`src/rtl/mem_arbiter_ctrl.sv`:
```
// Shares one 32-bit memory port between instruction fetch and load/store.
// Define MEM_ARB_TIMEOUT_EN for the bus-ack timeout and the bus_err output.
module mem_arbiter_ctrl #(
    parameter int ADDR_W         = 32,
    parameter int TIMEOUT_CYCLES = 255
) (
    input  logic              clk,
    input  logic              rst,
    input  logic              if_req,
    input  logic [ADDR_W-1:0] if_addr,
    output logic              if_done,
    output logic [31:0]       if_rdata,
    input  logic              data_req,
    input  logic              data_we,
    input  logic [ADDR_W-1:0] data_addr,
    input  logic [1:0]        data_size,
    input  logic              data_unsigned,
    input  logic [31:0]       data_wdata,
    output logic              data_done,
    output logic [31:0]       data_rdata,
    output logic              data_misalign,
`ifdef MEM_ARB_TIMEOUT_EN
    output logic              bus_err,
`endif
    output logic              stall_if,
    output logic              stall_mem,
    output logic              mem_req,
    output logic              mem_we,
    output logic [ADDR_W-1:0] mem_addr,
    output logic [31:0]       mem_wdata,
    output logic [3:0]        mem_wmask,
    input  logic [31:0]       mem_rdata,
    input  logic              mem_ack
);

    localparam logic [1:0] SZ_B = 2'd0;
    localparam logic [1:0] SZ_H = 2'd1;
    localparam logic [1:0] SZ_W = 2'd2;

    typedef enum logic [1:0] {IDLE, BUSY, DONE} state_t;
    state_t state, state_nx;

    logic              own_if, own_if_nx;
    logic              prio_data, prio_data_nx;
    logic [1:0]        lat_size, lat_size_nx;
    logic [1:0]        lat_off, lat_off_nx;
    logic              lat_uns, lat_uns_nx;
    logic              mem_req_nx, mem_we_nx;
    logic [ADDR_W-1:0] mem_addr_nx;
    logic [31:0]       mem_wdata_nx;
    logic [3:0]        mem_wmask_nx;
    logic              if_done_nx, data_done_nx, data_misalign_nx;
    logic [31:0]       if_rdata_nx, data_rdata_nx;

    logic              gnt_data, gnt_if, data_mis;
    logic [3:0]        st_mask;
    logic [31:0]       st_wdata, ld_shift, ld_data;
    logic              unused_if_lsb;

    // fetch addresses are word aligned, so their low bits carry nothing
    assign unused_if_lsb = ^if_addr[1:0];

`ifdef MEM_ARB_TIMEOUT_EN
    localparam int TMO_W = ($clog2(TIMEOUT_CYCLES + 1) > 8) ? $clog2(TIMEOUT_CYCLES + 1) : 8;
    logic [TMO_W-1:0] tmo_cnt;
    logic             tmo_hit, bus_err_nx;

    assign tmo_hit = (state == BUSY) && !mem_ack && (tmo_cnt == TMO_W'(TIMEOUT_CYCLES - 1));

    always_ff @(posedge clk) begin
        if (rst || state != BUSY) tmo_cnt <= '0;
        else                      tmo_cnt <= tmo_cnt + 1'b1;
    end
`else
    localparam int unused_tmo = TIMEOUT_CYCLES;
`endif

    // priority pointer only matters when both requesters collide
    assign gnt_data = data_req & (~if_req | prio_data);
    assign gnt_if   = if_req & ~gnt_data;

    assign stall_if  = if_req & ~if_done;
    assign stall_mem = data_req & ~data_done;

    always_comb begin
        data_mis = 1'b0;
        st_mask  = 4'b0000;
        st_wdata = data_wdata;
        case (data_size)
            SZ_B: begin
                st_mask  = 4'b0001 << data_addr[1:0];
                st_wdata = {4{data_wdata[7:0]}};
            end
            SZ_H: begin
                data_mis = data_addr[0];
                st_mask  = data_addr[1] ? 4'b1100 : 4'b0011;
                st_wdata = {2{data_wdata[15:0]}};
            end
            SZ_W: begin
                data_mis = |data_addr[1:0];
                st_mask  = 4'b1111;
            end
            default: data_mis = 1'b1;
        endcase
    end

    assign ld_shift = mem_rdata >> {lat_off, 3'b000};

    always_comb begin
        case (lat_size)
            SZ_B:    ld_data = {{24{ld_shift[7] & ~lat_uns}}, ld_shift[7:0]};
            SZ_H:    ld_data = {{16{ld_shift[15] & ~lat_uns}}, ld_shift[15:0]};
            default: ld_data = mem_rdata;
        endcase
    end

    always_comb begin
        state_nx         = state;
        own_if_nx        = own_if;
        prio_data_nx     = prio_data;
        lat_size_nx      = lat_size;
        lat_off_nx       = lat_off;
        lat_uns_nx       = lat_uns;
        mem_req_nx       = mem_req;
        mem_we_nx        = mem_we;
        mem_addr_nx      = mem_addr;
        mem_wdata_nx     = mem_wdata;
        mem_wmask_nx     = mem_wmask;
        if_done_nx       = 1'b0;
        data_done_nx     = 1'b0;
        data_misalign_nx = 1'b0;
        if_rdata_nx      = if_rdata;
        data_rdata_nx    = data_rdata;
`ifdef MEM_ARB_TIMEOUT_EN
        bus_err_nx       = 1'b0;
`endif
        case (state)
            IDLE: begin
                if (gnt_if) begin
                    prio_data_nx = 1'b1;
                    own_if_nx    = 1'b1;
                    mem_req_nx   = 1'b1;
                    mem_we_nx    = 1'b0;
                    mem_addr_nx  = {if_addr[ADDR_W-1:2], 2'b00};
                    mem_wdata_nx = '0;
                    mem_wmask_nx = '0;
                    state_nx     = BUSY;
                end else if (gnt_data) begin
                    prio_data_nx = 1'b0;
                    own_if_nx    = 1'b0;
                    if (data_mis) begin
                        // rejected without touching the bus
                        data_done_nx     = 1'b1;
                        data_misalign_nx = 1'b1;
                        data_rdata_nx    = '0;
                        state_nx         = DONE;
                    end else begin
                        lat_size_nx  = data_size;
                        lat_off_nx   = data_addr[1:0];
                        lat_uns_nx   = data_unsigned;
                        mem_req_nx   = 1'b1;
                        mem_we_nx    = data_we;
                        mem_addr_nx  = {data_addr[ADDR_W-1:2], 2'b00};
                        mem_wdata_nx = data_we ? st_wdata : 32'd0;
                        mem_wmask_nx = data_we ? st_mask : 4'd0;
                        state_nx     = BUSY;
                    end
                end
            end
            BUSY: begin
                if (mem_ack) begin
                    mem_req_nx   = 1'b0;
                    mem_we_nx    = 1'b0;
                    mem_wmask_nx = '0;
                    state_nx     = DONE;
                    if (own_if) begin
                        if_done_nx  = 1'b1;
                        if_rdata_nx = mem_rdata;
                    end else begin
                        data_done_nx  = 1'b1;
                        data_rdata_nx = mem_we ? 32'd0 : ld_data;
                    end
                end
`ifdef MEM_ARB_TIMEOUT_EN
                else if (tmo_hit) begin
                    mem_req_nx   = 1'b0;
                    mem_we_nx    = 1'b0;
                    mem_wmask_nx = '0;
                    bus_err_nx   = 1'b1;
                    state_nx     = DONE;
                    if (own_if) begin
                        if_done_nx  = 1'b1;
                        if_rdata_nx = '0;
                    end else begin
                        data_done_nx  = 1'b1;
                        data_rdata_nx = '0;
                    end
                end
`endif
            end
            DONE:    state_nx = IDLE;
            default: state_nx = IDLE;
        endcase
    end

    always_ff @(posedge clk) begin
        if (rst) state <= IDLE;
        else     state <= state_nx;
    end

    always_ff @(posedge clk) begin
        if (rst) begin
            own_if        <= 1'b0;
            prio_data     <= 1'b1;
            lat_size      <= '0;
            lat_off       <= '0;
            lat_uns       <= 1'b0;
            mem_req       <= 1'b0;
            mem_we        <= 1'b0;
            mem_addr      <= '0;
            mem_wdata     <= '0;
            mem_wmask     <= '0;
            if_done       <= 1'b0;
            if_rdata      <= '0;
            data_done     <= 1'b0;
            data_rdata    <= '0;
            data_misalign <= 1'b0;
`ifdef MEM_ARB_TIMEOUT_EN
            bus_err       <= 1'b0;
`endif
        end else begin
            own_if        <= own_if_nx;
            prio_data     <= prio_data_nx;
            lat_size      <= lat_size_nx;
            lat_off       <= lat_off_nx;
            lat_uns       <= lat_uns_nx;
            mem_req       <= mem_req_nx;
            mem_we        <= mem_we_nx;
            mem_addr      <= mem_addr_nx;
            mem_wdata     <= mem_wdata_nx;
            mem_wmask     <= mem_wmask_nx;
            if_done       <= if_done_nx;
            if_rdata      <= if_rdata_nx;
            data_done     <= data_done_nx;
            data_rdata    <= data_rdata_nx;
            data_misalign <= data_misalign_nx;
`ifdef MEM_ARB_TIMEOUT_EN
            bus_err       <= bus_err_nx;
`endif
        end
    end

endmodule

```
`config.mk`:
```
export PLATFORM = sky130hd
export DESIGN_NAME = mem_arbiter_ctrl
export DESIGN_NICKNAME = d
export VERILOG_FILES = /design/src/rtl/mem_arbiter_ctrl.sv
export SDC_FILE = /design/constraint.sdc
export NUM_CORES = 1
export LEC_CHECK = 0
export BUFFER_PORTS_ARGS = -buffer_cell sky130_fd_sc_hd__buf_2
export CORE_ASPECT_RATIO = 1.4
export CORE_UTILIZATION = 49
export DETAILED_ROUTE_END_ITERATION = 7
export GPL_ROUTABILITY_DRIVEN = 1
export GPL_TIMING_DRIVEN = 0
export PLACE_DENSITY = 0.86
export SYNTH_ARGS = -nofsm -noshare
export SYNTH_HDL_FRONTEND = slang
export SYNTH_SLANG_ARGS = --single-unit
export TNS_END_PERCENT = 50
```
`constraint.sdc`:
```
create_clock -name clk -period 2.1 [get_ports clk]
set_clock_uncertainty 0.1 [all_clocks]
set_input_delay 0.105 -clock clk [delete_from_list [all_inputs] [get_ports clk]]
set_output_delay 0.105 -clock clk [all_outputs]
set_load 0.01 [all_outputs]
```
==> metrics.md, run 1 <==
| Metric | Value |
|---|---|
| Outcome | `finished, final reports clean` |
| Largest area contributor in the netlist | `dfxtp_1` |
| Die Y-Extent | `140 um` |
| Setup ws final | `6.65 ps` |
| CP Max Fanout | `10` |
| Internal reg-to-reg setup slack | `7 ps` |
| Fin cells | `1321` |
| Crit path cell chain | `nor2_4 -> o21a_1 -> clkbuf_1 -> a21oi_1 -> a211oi_2` |
| Worst Setup EP | `mem_addr[19]` |
| Clock slew at reported path FFs | `70 ps` |
| Worst setup SP type | `flop` |
| Vias in the first global route | `8043` |
| Number of synthesized register bits | `144` |
| Unrepaired setup endpoints after global routing | `true` |
| Clock tree sinks | `144` |
| Total gr overflow | `0` |
| Post-DP HPWL | `16300 um` |
| Pins Over Slew Limit | `0` |
| Total Wirelength | `28600 um` |
| Async SR Flop Fraction | `0%` |
| Largest stage delay, worst path | `480 ps` |
| Core Region | `0.0134 mm^2` |
| Main synth FF type | `dfxtp_1` |
| Reg2reg path depth | `5` |
| EDFF count, synth | `0` |
| Cell variety after synth | `64` |
| Pre-CTS setup slack | `-48.9 ps` |
| First-pass GRT wire length | `43000 um` |
| Worst rel slew slack | `44.1%` |
| Avg Cell Area, Syn | `9.46 um^2` |
| GP Congestion | `0.947` |
| CP startpoint | `state[1]` |
| # DRC | `0` |
| Pwr Total | `7880 uW` |
| Post-DR wirelength/cell | `21.6 um` |
| Worst vdd rail ir drop | `0.604 mV` |
| Sequential fraction of the synthesis area | `43.0%` |
| Crit-path slowest cell | `clkbuf_1` |
| Initial core utilization | `50.1%` |
| Vias/cell | `6.07` |
| Proportion of layout cells with a drive suffix above 1 | `34.2%` |
| Fillers | `898` |
| Die W | `101 um` |
| Synth Cell Area | `0.00671 mm^2` |
| FF/Latch Area | `0.00288 mm^2` |
| Longest Clk Path Bufs | `2` |
| Hold crit path type | `in2reg` |
| Final net count | `1259` |
| Measured slew at the worst slew-check pin | `839 ps` |
| RR Startpoint | `state[1]` |
| Io pins | `276` |
| Buffers on Ports | `268` |
| P_leak | `0.00456 uW` |
| Kind of critical path | `reg2reg` |
| Largest net degree at the start of global routing | `17` |
| Reg-to-reg critical path endpoint | `mem_addr[19]` |
| Max-cap violations | `0` |
| Top cell type's share of synthesized area | `43.0%` |
| Fmax | `0.478 GHz` |
| Count leader, synth | `dfxtp_1` |
| Period utilisation layout | `99.7%` |
| Fin. Hold Viols | `0` |
| Post-route ant nets | `0` |
| Starting DRT DRC Count | `542` |
| Fin Hold WS | `10.1 ps` |
| Critical Path RT | `2330 ps` |
| Area occupied by multi-input gates | `0.00351 mm^2` |
| Initial antenna violation count | `3` |
| Top cells by area, synth | `dfxtp_1, mux2i_1, a21oi_1, a211oi_2, nand2_1` |
| Power Density | `778 mW/mm^2` |
| CTS tree | `yes` |
| GRT Overall Usage | `40.1%` |
| Via count | `8020` |
| Cells after DPL | `1160` |
| Cell Rows | `50` |
| Yosys Warn Count | `0` |
| DRT Pass-1 Iters | `5` |
| Setup_tns | `0 ps` |
| Die area | `0.0142 mm^2` |
| Clock latency on the worst-skew pair | `420 ps` |
| Minimum clock period | `2090 ps` |
| Critical Path Sink Type | `flop` |
| Synth cell count leaders | `dfxtp_1, a21oi_1, nand2_1, mux2i_1, nor2_1` |
| Root Driver | `clkbuf_16` |
| Area delta synth->final | `51.0%` |
| CTS Buf Count | `17` |
| Worst EP arrival | `2320 ps` |
| H-tree Lvls | `4` |
| Mapped Cells | `709` |
| Final setup violation count | `0` |
cell families after synthesis:
kind of cell           share of synthesized area, %
multiplexers                                   10.6
flip-flops                                     43.0
buffers and inverters                          5.11
AO/OA/AOI/OAI                                  28.6
other                                        0.0559
AND/OR/NAND/NOR                                12.5
XOR/XNOR                                      0.131
worst min-delay path by stage:
stage | from | to | slack, ps | cells past startpoint
CTS | data_addr[24] | mem_addr[24] | 3 | 3
finish | data_addr[24] | mem_addr[24] | 10 | 3
detailed placement | data_unsigned | lat_uns | 250 | 3
global placement | data_unsigned | lat_uns | 240 | 3
global route | data_addr[24] | mem_addr[24] | 2 | 3
floorplan | data_wdata[0] | mem_wdata[0] | 130 | 1
final cells by class:
class                   count  area share (%)
diodes                      4          0.0988
plain buffers              67            3.31
clock buffers              19            4.47
clock inverters            13            1.12
inverters                   4           0.148
multi-input cells         495            34.6
flip-flops and latches    144            28.5
well taps                 182            2.25
repair buffers            393            25.5
worst max-delay path: cells and delay by family (launching register included):
kind	cells	cell delay, ps
compound gates	3	830
buf+inv	1	480
flops	1	350
simple gates	1	240
registers in the layout, summed over array words and instances, names as in the netlist, 2 cells and up:
name and count:
if_rdata 32, mem_wdata 32, mem_wmask 4, mem_addr 30, state 2, data_rdata 32
lat_size 2, lat_off 2
layer usage:
| metal | vias to the layer above | part of all wire (%) | global-route usage (%) |
|---|---|---|---|
| li1 | 3445 | - | - |
| met1 | 3721 | 33 | 41.7 |
| met2 | 657 | 51 | 69.6 |
| met3 | 197 | 9.2 | 9.43 |
| met4 | 0 | 7.3 | 28.8 |
| met5 | - | 0 | 0 |
metrics by stage:
step,instance area (um^2),util (%)
2_1_floorplan,6710,-
3_3_place_gp,8280,61.9
3_5_place_dp,8280,61.9
4_1_cts,10100,75.2
5_1_grt,10100,75.6
6_report,10100,75.6
where the power goes:
part	switching (uW)	total, uW	internal [uW]
clock	1270	2960	1690
sequential	132	3050	2910
combinational	1080	1870	791
cell usage in the layout, fill, tap and decap left out, drive strengths merged, types with 6 or more instances in the layout:
| cell type | n |
|---|---|
| a211oi | 30 |
| a21o | 8 |
| a21oi | 93 |
| a221oi | 7 |
| a22o | 23 |
| a2bb2oi | 6 |
| a32o | 19 |
| buf | 310 |
| clkbuf | 48 |
| clkinv | 6 |
| dfxtp | 144 |
| dlygate4sd3 | 121 |
| mux2i | 69 |
| nand2 | 79 |
| nand2b | 14 |
| nor2 | 39 |
| nor2b | 9 |
| o21ai | 22 |
| o2bb2ai | 24 |
| or4 | 7 |
timing repair:
action,in CTS,in global routing
gates resized for setup,1,16
buffers inserted,0,4
pin swaps,0,2
endpoints found under the setup margin,5,65
hold endpoints to repair,106,0
hold buffers,121,0
Power figures use the tool's default switching activity.
==> inputs of run 2 (changes only) <==
Settings changed: CORE_UTILIZATION 49 to 54, CTS_BUF_LIST set to sky130_fd_sc_hd__clkbuf_8, PLACE_DENSITY 0.86 to 0.93.
Clock period 2.1 ns to 2.6 ns, I/O delays scaled along.
==> run 2 against run 1 <==
Compared with the run above: total power shrank 24%; design area shrank 3.8%; worst hold slack is essentially flat; clock power shrank 33%; count of clock-buffer cells in the layout shrank 2; register-to-register slack gained 280 ps; die area shrank 9.1%; final cell count shrank 4.2%; wire length grew 3.2%; critical path type is now in2reg; largest cell class unchanged.
==> metrics.md, run 2 (synthesis results as in run 1) <==
| Metric | Value |
|---|---|
| Unrepaired setup endpoints after global routing | `false (was true)` |
| Critical Path Sink Type | `flop (unchanged)` |
| Starting DRT DRC Count | `870 (was 542)` |
| Cell Rows | `47 (was 50)` |
| Post-DP HPWL | `16800 um (was 16300 um)` |
| Total gr overflow | `0 (unchanged)` |
| Die Y-Extent | `134 um (was 140 um)` |
| Max-cap violations | `0 (unchanged)` |
| # DRC | `0 (unchanged)` |
| Period utilisation layout | `91.4%` |
| Worst setup SP type | `input pin (was flop)` |
| Root Driver | `clkbuf_8 (was clkbuf_16)` |
| CTS Buf Count | `17 (unchanged)` |
| Die area | `0.0129 mm^2 (was 0.0142 mm^2)` |
| DRT Pass-1 Iters | `5 (unchanged)` |
| Design Area, Final | `0.00974 mm^2 (was 0.0101 mm^2)` |
| First-pass GRT wire length | `44600 um (was 43000 um)` |
| Initial core utilization | `56.2% (was 50.1%)` |
| Critical Path RT | `2810 ps (was 2330 ps)` |
| P_leak | `0.00440 uW (was 0.00456 uW)` |
| Vias/cell | `6.59 (was 6.07)` |
| Clock latency on the worst-skew pair | `450 ps (was 420 ps)` |
| Crit path cell chain | `dlygate4sd3_1 -> buf_4 -> a21boi_1 -> buf_2 -> buf_2 -> mux2i_1 -> dlygate4sd3_1 -> a211oi_2 (was nor2_4 -> o21a_1 -> clkbuf_1 -> a21oi_1 -> a211oi_2)` |
| Cells after DPL | `1125 (was 1160)` |
| Top Registers | `data_rdata x32, if_rdata x32, mem_wdata x32 (unchanged)` |
| CP Max Fanout | `10 (unchanged)` |
| Longest Clk Path Bufs | `2 (unchanged)` |
| Io pins | `276 (unchanged)` |
| Final net count | `1241 (was 1259)` |
| Post-cts gate resize count | `0 (was 1)` |
| Outcome | `finished, final reports clean (unchanged)` |
| Measured slew at the worst slew-check pin | `940 ps (was 839 ps)` |
| Die W | `96.2 um (was 101 um)` |
| Commonest cells after routing, fill and taps aside | `buf_2, dfxtp_1, dlygate4sd3_1 (unchanged)` |
| Hold Buf Count CTS | `105 (was 121)` |
| Commonest non-fill, non-tap cell in the layout | `buf_2 (unchanged)` |
| Hold crit path type | `in2reg (unchanged)` |
| Pins Over Slew Limit | `0 (unchanged)` |
| Crit-path slowest cell | `dlygate4sd3_1 (was clkbuf_1)` |
| Fmax | `0.421 GHz` |
| Buffers on Ports | `268 (unchanged)` |
| Proportion of layout cells with a drive suffix above 1 | `33.6% (was 34.2%)` |
| Worst EP arrival | `2580 ps (was 2320 ps)` |
| Clock slew at reported path FFs | `80 ps (was 70 ps)` |
| Minimum clock period | `2380 ps` |
| CTS tree | `yes (unchanged)` |
| Area delta synth->final | `45.2% (was 51.0%)` |
| Area occupied by multi-input gates | `0.00349 mm^2 (was 0.00351 mm^2)` |
| Fin. Hold Viols | `0 (unchanged)` |
| Post-CTS Setup Bufs | `0 (unchanged)` |
| Fin Hold WS | `10.0 ps (was 10.1 ps)` |
| Dpl cell area | `0.00824 mm^2 (was 0.00828 mm^2)` |
| Total Wirelength | `29500 um (was 28600 um)` |
| Fillers | `652 (was 898)` |
| Power Density | `613 mW/mm^2 (was 778 mW/mm^2)` |
| Kind of critical path | `in2reg (was reg2reg)` |
| Worst rel slew slack | `36.8% (was 44.1%)` |
| Setup_tns | `0 ps (unchanged)` |
| Final core utilization | `81.6% (was 75.6%)` |
| Clock tree sinks | `144 (unchanged)` |
| Initial antenna violation count | `2 (was 3)` |
| Via count | `8341 (was 8020)` |
| Vias in the first global route | `8403 (was 8043)` |
| Internal reg-to-reg setup slack | `290 ps (was 7 ps)` |
| FF/Latch Area | `0.00288 mm^2 (unchanged)` |
| Largest stage delay, worst path | `610 ps (was 480 ps)` |
| Worst vdd rail ir drop | `0.421 mV (was 0.604 mV)` |
| Post-DR wirelength/cell | `23.3 um (was 21.6 um)` |
| Post-route ant nets | `0 (unchanged)` |
| GRT Overall Usage | `46.1% (was 40.1%)` |
| Fin cells | `1266 (was 1321)` |
| Core Region | `0.0119 mm^2 (was 0.0134 mm^2)` |
| H-tree Lvls | `4 (unchanged)` |
| Final setup violation count | `0 (unchanged)` |
| GP Congestion | `0.965 (was 0.947)` |
| Largest net degree at the start of global routing | `17 (unchanged)` |
[run 2: changes by cell type in the layout (fill, tap and decap cells not counted), sizes merged]
cell         previous run  this run
diode                   4         2
clkbuf                 48        47
dlygate4sd3           121       107
bufinv                  1         4
buf                   310       305
clkinvlp                5         4
[run 2: per-layer routing]
| layer | share of wire (%) | GRT usage (%) |
|---|---|---|
| met5 | 0 | 0 |
| met4 | 10 | 37.4 |
| met3 | 12 | 15.4 |
| met2 | 46 | 74.2 |
| met1 | 32 | 47.8 |
[run 2: final timing paths]
kind	start	endpoint	depth (start not counted)
worst min-delay path	data_addr[7]	mem_addr[7]	3
worst min register to register	if_rdata[18]	if_rdata[18]	2
worst max register to register	prio_data	mem_addr[14]	6
worst max-delay path	data_req	mem_addr[14]	8
[run 2: report_power, final]
group	internal (uW)	switching, uW	leakage [uW]	total, uW
combinational	630	890	0.00302	1520
clock	1040	942	0.000208	1980
sequential	2350	116	0.00117	2470
total	4020	1950	0.00440	5970
[run 2: critical path, delay by kind of cell]
family | cells | cell delay [ps]
AOI/OAI and AO/OA | 2 | 220
buffers and inverters | 5 | 1940
muxes | 1 | 300
[run 2: through the flow]
stage	power [uW]	setup slack [ps]
final	5970	224
after global routing	6090	127
after CTS	5740	396
after detailed placement	3720	527
after global placement	3680	494
after floorplan	3250	906
[run 2: cell type report]
class                   instances  area share (%)
inverters                       4           0.154
clock buffers                  17            2.40
clock inverters                15            1.98
multi-input cells             495            35.8
flip-flops and latches        144            29.6
repair buffers                375            24.8
well taps                     147            1.89
plain buffers                  67            3.37
diodes                          2          0.0514
==> inputs of run 3 (changes only) <==
Settings changed: ABC_CLOCK_PERIOD_IN_PS set to 2300, CORE_UTILIZATION 54 to 50, PLACE_DENSITY 0.93 to 0.88, TNS_END_PERCENT 50 to unset.
Clock period 2.6 ns to 2.3 ns, I/O delays scaled along.
==> run 3 against run 2 <==
Compared with the run above: final cell count is 4.3% higher; global-route usage is 4.8 points lower; sequential cell count stayed put; die area is 7.9% higher; total power is 10% higher; worst setup slack worse by 220 ps; non-clock buffer count is 23 higher.
==> metrics.md, run 3 (synthesis results as in run 1) <==
| Metric | Value |
|---|---|
| Die Y-Extent | `139 um (was 134 um)` |
| Final net count | `1264 (was 1241)` |
| H-tree Lvls | `4 (unchanged)` |
| Clock latency on the worst-skew pair | `460 ps (was 450 ps)` |
| Area delta synth->final | `49.0% (was 45.2%)` |
| Switching Fraction | `33.5% (was 32.6%)` |
| Largest net degree at the start of global routing | `17 (unchanged)` |
| Fmax | `0.435 GHz` |
| Combinational share of power | `26.3% (was 25.5%)` |
| Critical Path Sink Type | `flop (unchanged)` |
| Period utilisation layout | `100%` |
| Post-DR wirelength/cell | `21.9 um (was 23.3 um)` |
| Via count | `8030 (was 8341)` |
| Root Driver | `clkbuf_8 (unchanged)` |
| Io pins | `276 (unchanged)` |
| Initial core utilization | `51.6% (was 56.2%)` |
| Max-cap violations | `0 (unchanged)` |
| Worst EP arrival | `2550 ps (was 2580 ps)` |
| Clock slew at reported path FFs | `100 ps (was 80 ps)` |
| Total gr overflow | `0 (unchanged)` |
| Total Wirelength | `28900 um (was 29500 um)` |
| Final setup violation count | `0 (unchanged)` |
| Starting DRT DRC Count | `504 (was 870)` |
| Share of power burned in registers | `42.2% (was 41.3%)` |
| Largest stage delay, worst path | `660 ps (was 610 ps)` |
| Post-DP HPWL | `16700 um (was 16800 um)` |
| CP startpoint | `data_req (unchanged)` |
| Worst rel slew slack | `40.4% (was 36.8%)` |
| Fin Hold WS | `23.0 ps (was 10.0 ps)` |
| CP Max Fanout | `10 (unchanged)` |
| Commonest non-fill, non-tap cell in the layout | `buf_2 (unchanged)` |
| Crit-path slowest cell | `dlygate4sd3_1 (unchanged)` |
| GRT Overall Usage | `41.3% (was 46.1%)` |
| Internal | `4380 uW (was 4020 uW)` |
| CTS Buf Count | `17 (unchanged)` |
| Design Area, Final | `0.00999 mm^2 (was 0.00974 mm^2)` |
| Clock tree sinks | `144 (unchanged)` |
| Critical Path RT | `2550 ps (was 2810 ps)` |
| Worst setup SP type | `input pin (unchanged)` |
| Reg-to-reg critical path endpoint | `mem_addr[6] (was mem_addr[14])` |
| GP Congestion | `0.887 (was 0.965)` |
| Initial antenna violation count | `2 (unchanged)` |
| Vias/cell | `6.08 (was 6.59)` |
| Commonest cells after routing, fill and taps aside | `buf_2, dfxtp_1, dlygate4sd3_1 (unchanged)` |
| Buffers on Ports | `268 (unchanged)` |
| Core Region | `0.0130 mm^2 (was 0.0119 mm^2)` |
| Cell Rows | `49 (was 47)` |
| Kind of critical path | `in2reg (unchanged)` |
| Measured slew at the worst slew-check pin | `894 ps (was 940 ps)` |
| Pins Over Slew Limit | `0 (unchanged)` |
| Post-route ant nets | `0 (unchanged)` |
| DRT Pass-1 Iters | `5 (unchanged)` |
| Hold crit path type | `in2reg (unchanged)` |
| Outcome | `finished, final reports clean (unchanged)` |
| Worst vdd rail ir drop | `0.471 mV (was 0.421 mV)` |
| First-pass GRT wire length | `43700 um (was 44600 um)` |
| RR Startpoint | `prio_data (unchanged)` |
| Reg2reg path depth | `6 (unchanged)` |
| Top Registers | `data_rdata x32, if_rdata x32, mem_wdata x32 (unchanged)` |
| Longest Clk Path Bufs | `2 (unchanged)` |
| Internal reg-to-reg setup slack | `70 ps (was 290 ps)` |
| Clock power share | `31.5% (was 33.2%)` |
| Minimum clock period | `2300 ps` |
| Vias in the first global route | `8116 (was 8403)` |
| # DRC | `0 (unchanged)` |
| Fin. Hold Viols | `0 (unchanged)` |
| Proportion of layout cells with a drive suffix above 1 | `33.2% (was 33.6%)` |
| Dpl cell area | `0.00828 mm^2 (was 0.00824 mm^2)` |
| Net Switching | `2210 uW (was 1950 uW)` |
| CTS tree | `yes (unchanged)` |
| Die area | `0.0139 mm^2 (was 0.0129 mm^2)` |
| Hold Path End | `mem_wmask[3] (was mem_addr[7])` |
| Min-delay src | `data_we (was data_addr[7])` |
| Power Density | `659 mW/mm^2 (was 613 mW/mm^2)` |
| Die W | `99.9 um (was 96.2 um)` |
| Hold path depth | `4 (was 3)` |
| P_leak | `0.00449 uW (was 0.00440 uW)` |
| Crit path cell chain | `dlygate4sd3_1 -> buf_4 -> a21boi_1 -> clkbuf_4 -> buf_4 -> mux2i_1 -> dlygate4sd3_1 -> a211oi_2 (was dlygate4sd3_1 -> buf_4 -> a21boi_1 -> buf_2 -> buf_2 -> mux2i_1 -> dlygate4sd3_1 -> a211oi_2)` |
run 3: worst max-delay path by stage:
stage                         end  slack (ps)  cells past startpoint
floorplan            mem_addr[10]         610                      6
global placement    data_rdata[2]         120                      5
detailed placement  data_rdata[2]         160                      5
CTS                  mem_addr[12]         100                      8
global route         mem_addr[20]          -1                      8
finish                mem_addr[6]         0.1                      8
run 3: power groups by stage:
stage / clock, uW / combinational (uW) / sequential, uW
after floorplan: 0 / 802 / 2870
after CTS: 2060 / 1600 / 2750
after detailed placement: 0 / 1400 / 2810
final: 2080 / 1730 / 2780
after global routing: 2180 / 1810 / 2790
after global placement: 0 / 1370 / 2800
run 3: final cells by class:
| class | count | area (um^2) |
|---|---|---|
| diodes | 3 | 7.51 |
| well taps | 178 | 223 |
| flip-flops and latches | 144 | 2880 |
| clock buffers | 17 | 234 |
| fillers | 856 | 3000 |
| multi-input cells | 495 | 3490 |
| clock inverters | 15 | 163 |
| plain buffers | 67 | 339 |
| inverters | 4 | 15.0 |
| repair buffers | 398 | 2640 |
run 3: what timing repair did:
| action | in CTS | in global routing |
|---|---|---|
| buffers inserted | 0 | 2 |
| hold buffers | 128 | 0 |
| hold endpoints to repair | 111 | 0 |
| setup endpoints to repair | 0 | 21 |
| gates resized for setup | 0 | 9 |
run 3: stage by stage:
step	TNS [ps]	util [%]	cells	total power [uW]	setup slack [ps]
after floorplan	0	-	710	3670	606
after global placement	0	63.7	1156	4170	125
after detailed placement	0	63.7	1156	4210	162
after CTS	0	76.6	1316	6410	98.4
after global routing	-1.23	76.9	1320	6780	-1.23
final	0	76.9	1321	6590	0.127
run 3: critical path: cells and delay by family:
| family | cells | cell delay [ps] |
|---|---|---|
| muxes | 1 | 330 |
| AOI/OAI and AO/OA | 2 | 240 |
| buffers and inverters | 5 | 1840 |
run 3: per-layer routing:
layer	track usage [%]	routed length [um]
met1	43.4	9750
met2	69.2	14200
met3	11.7	2780
met4	30.8	2140
met5	0	0
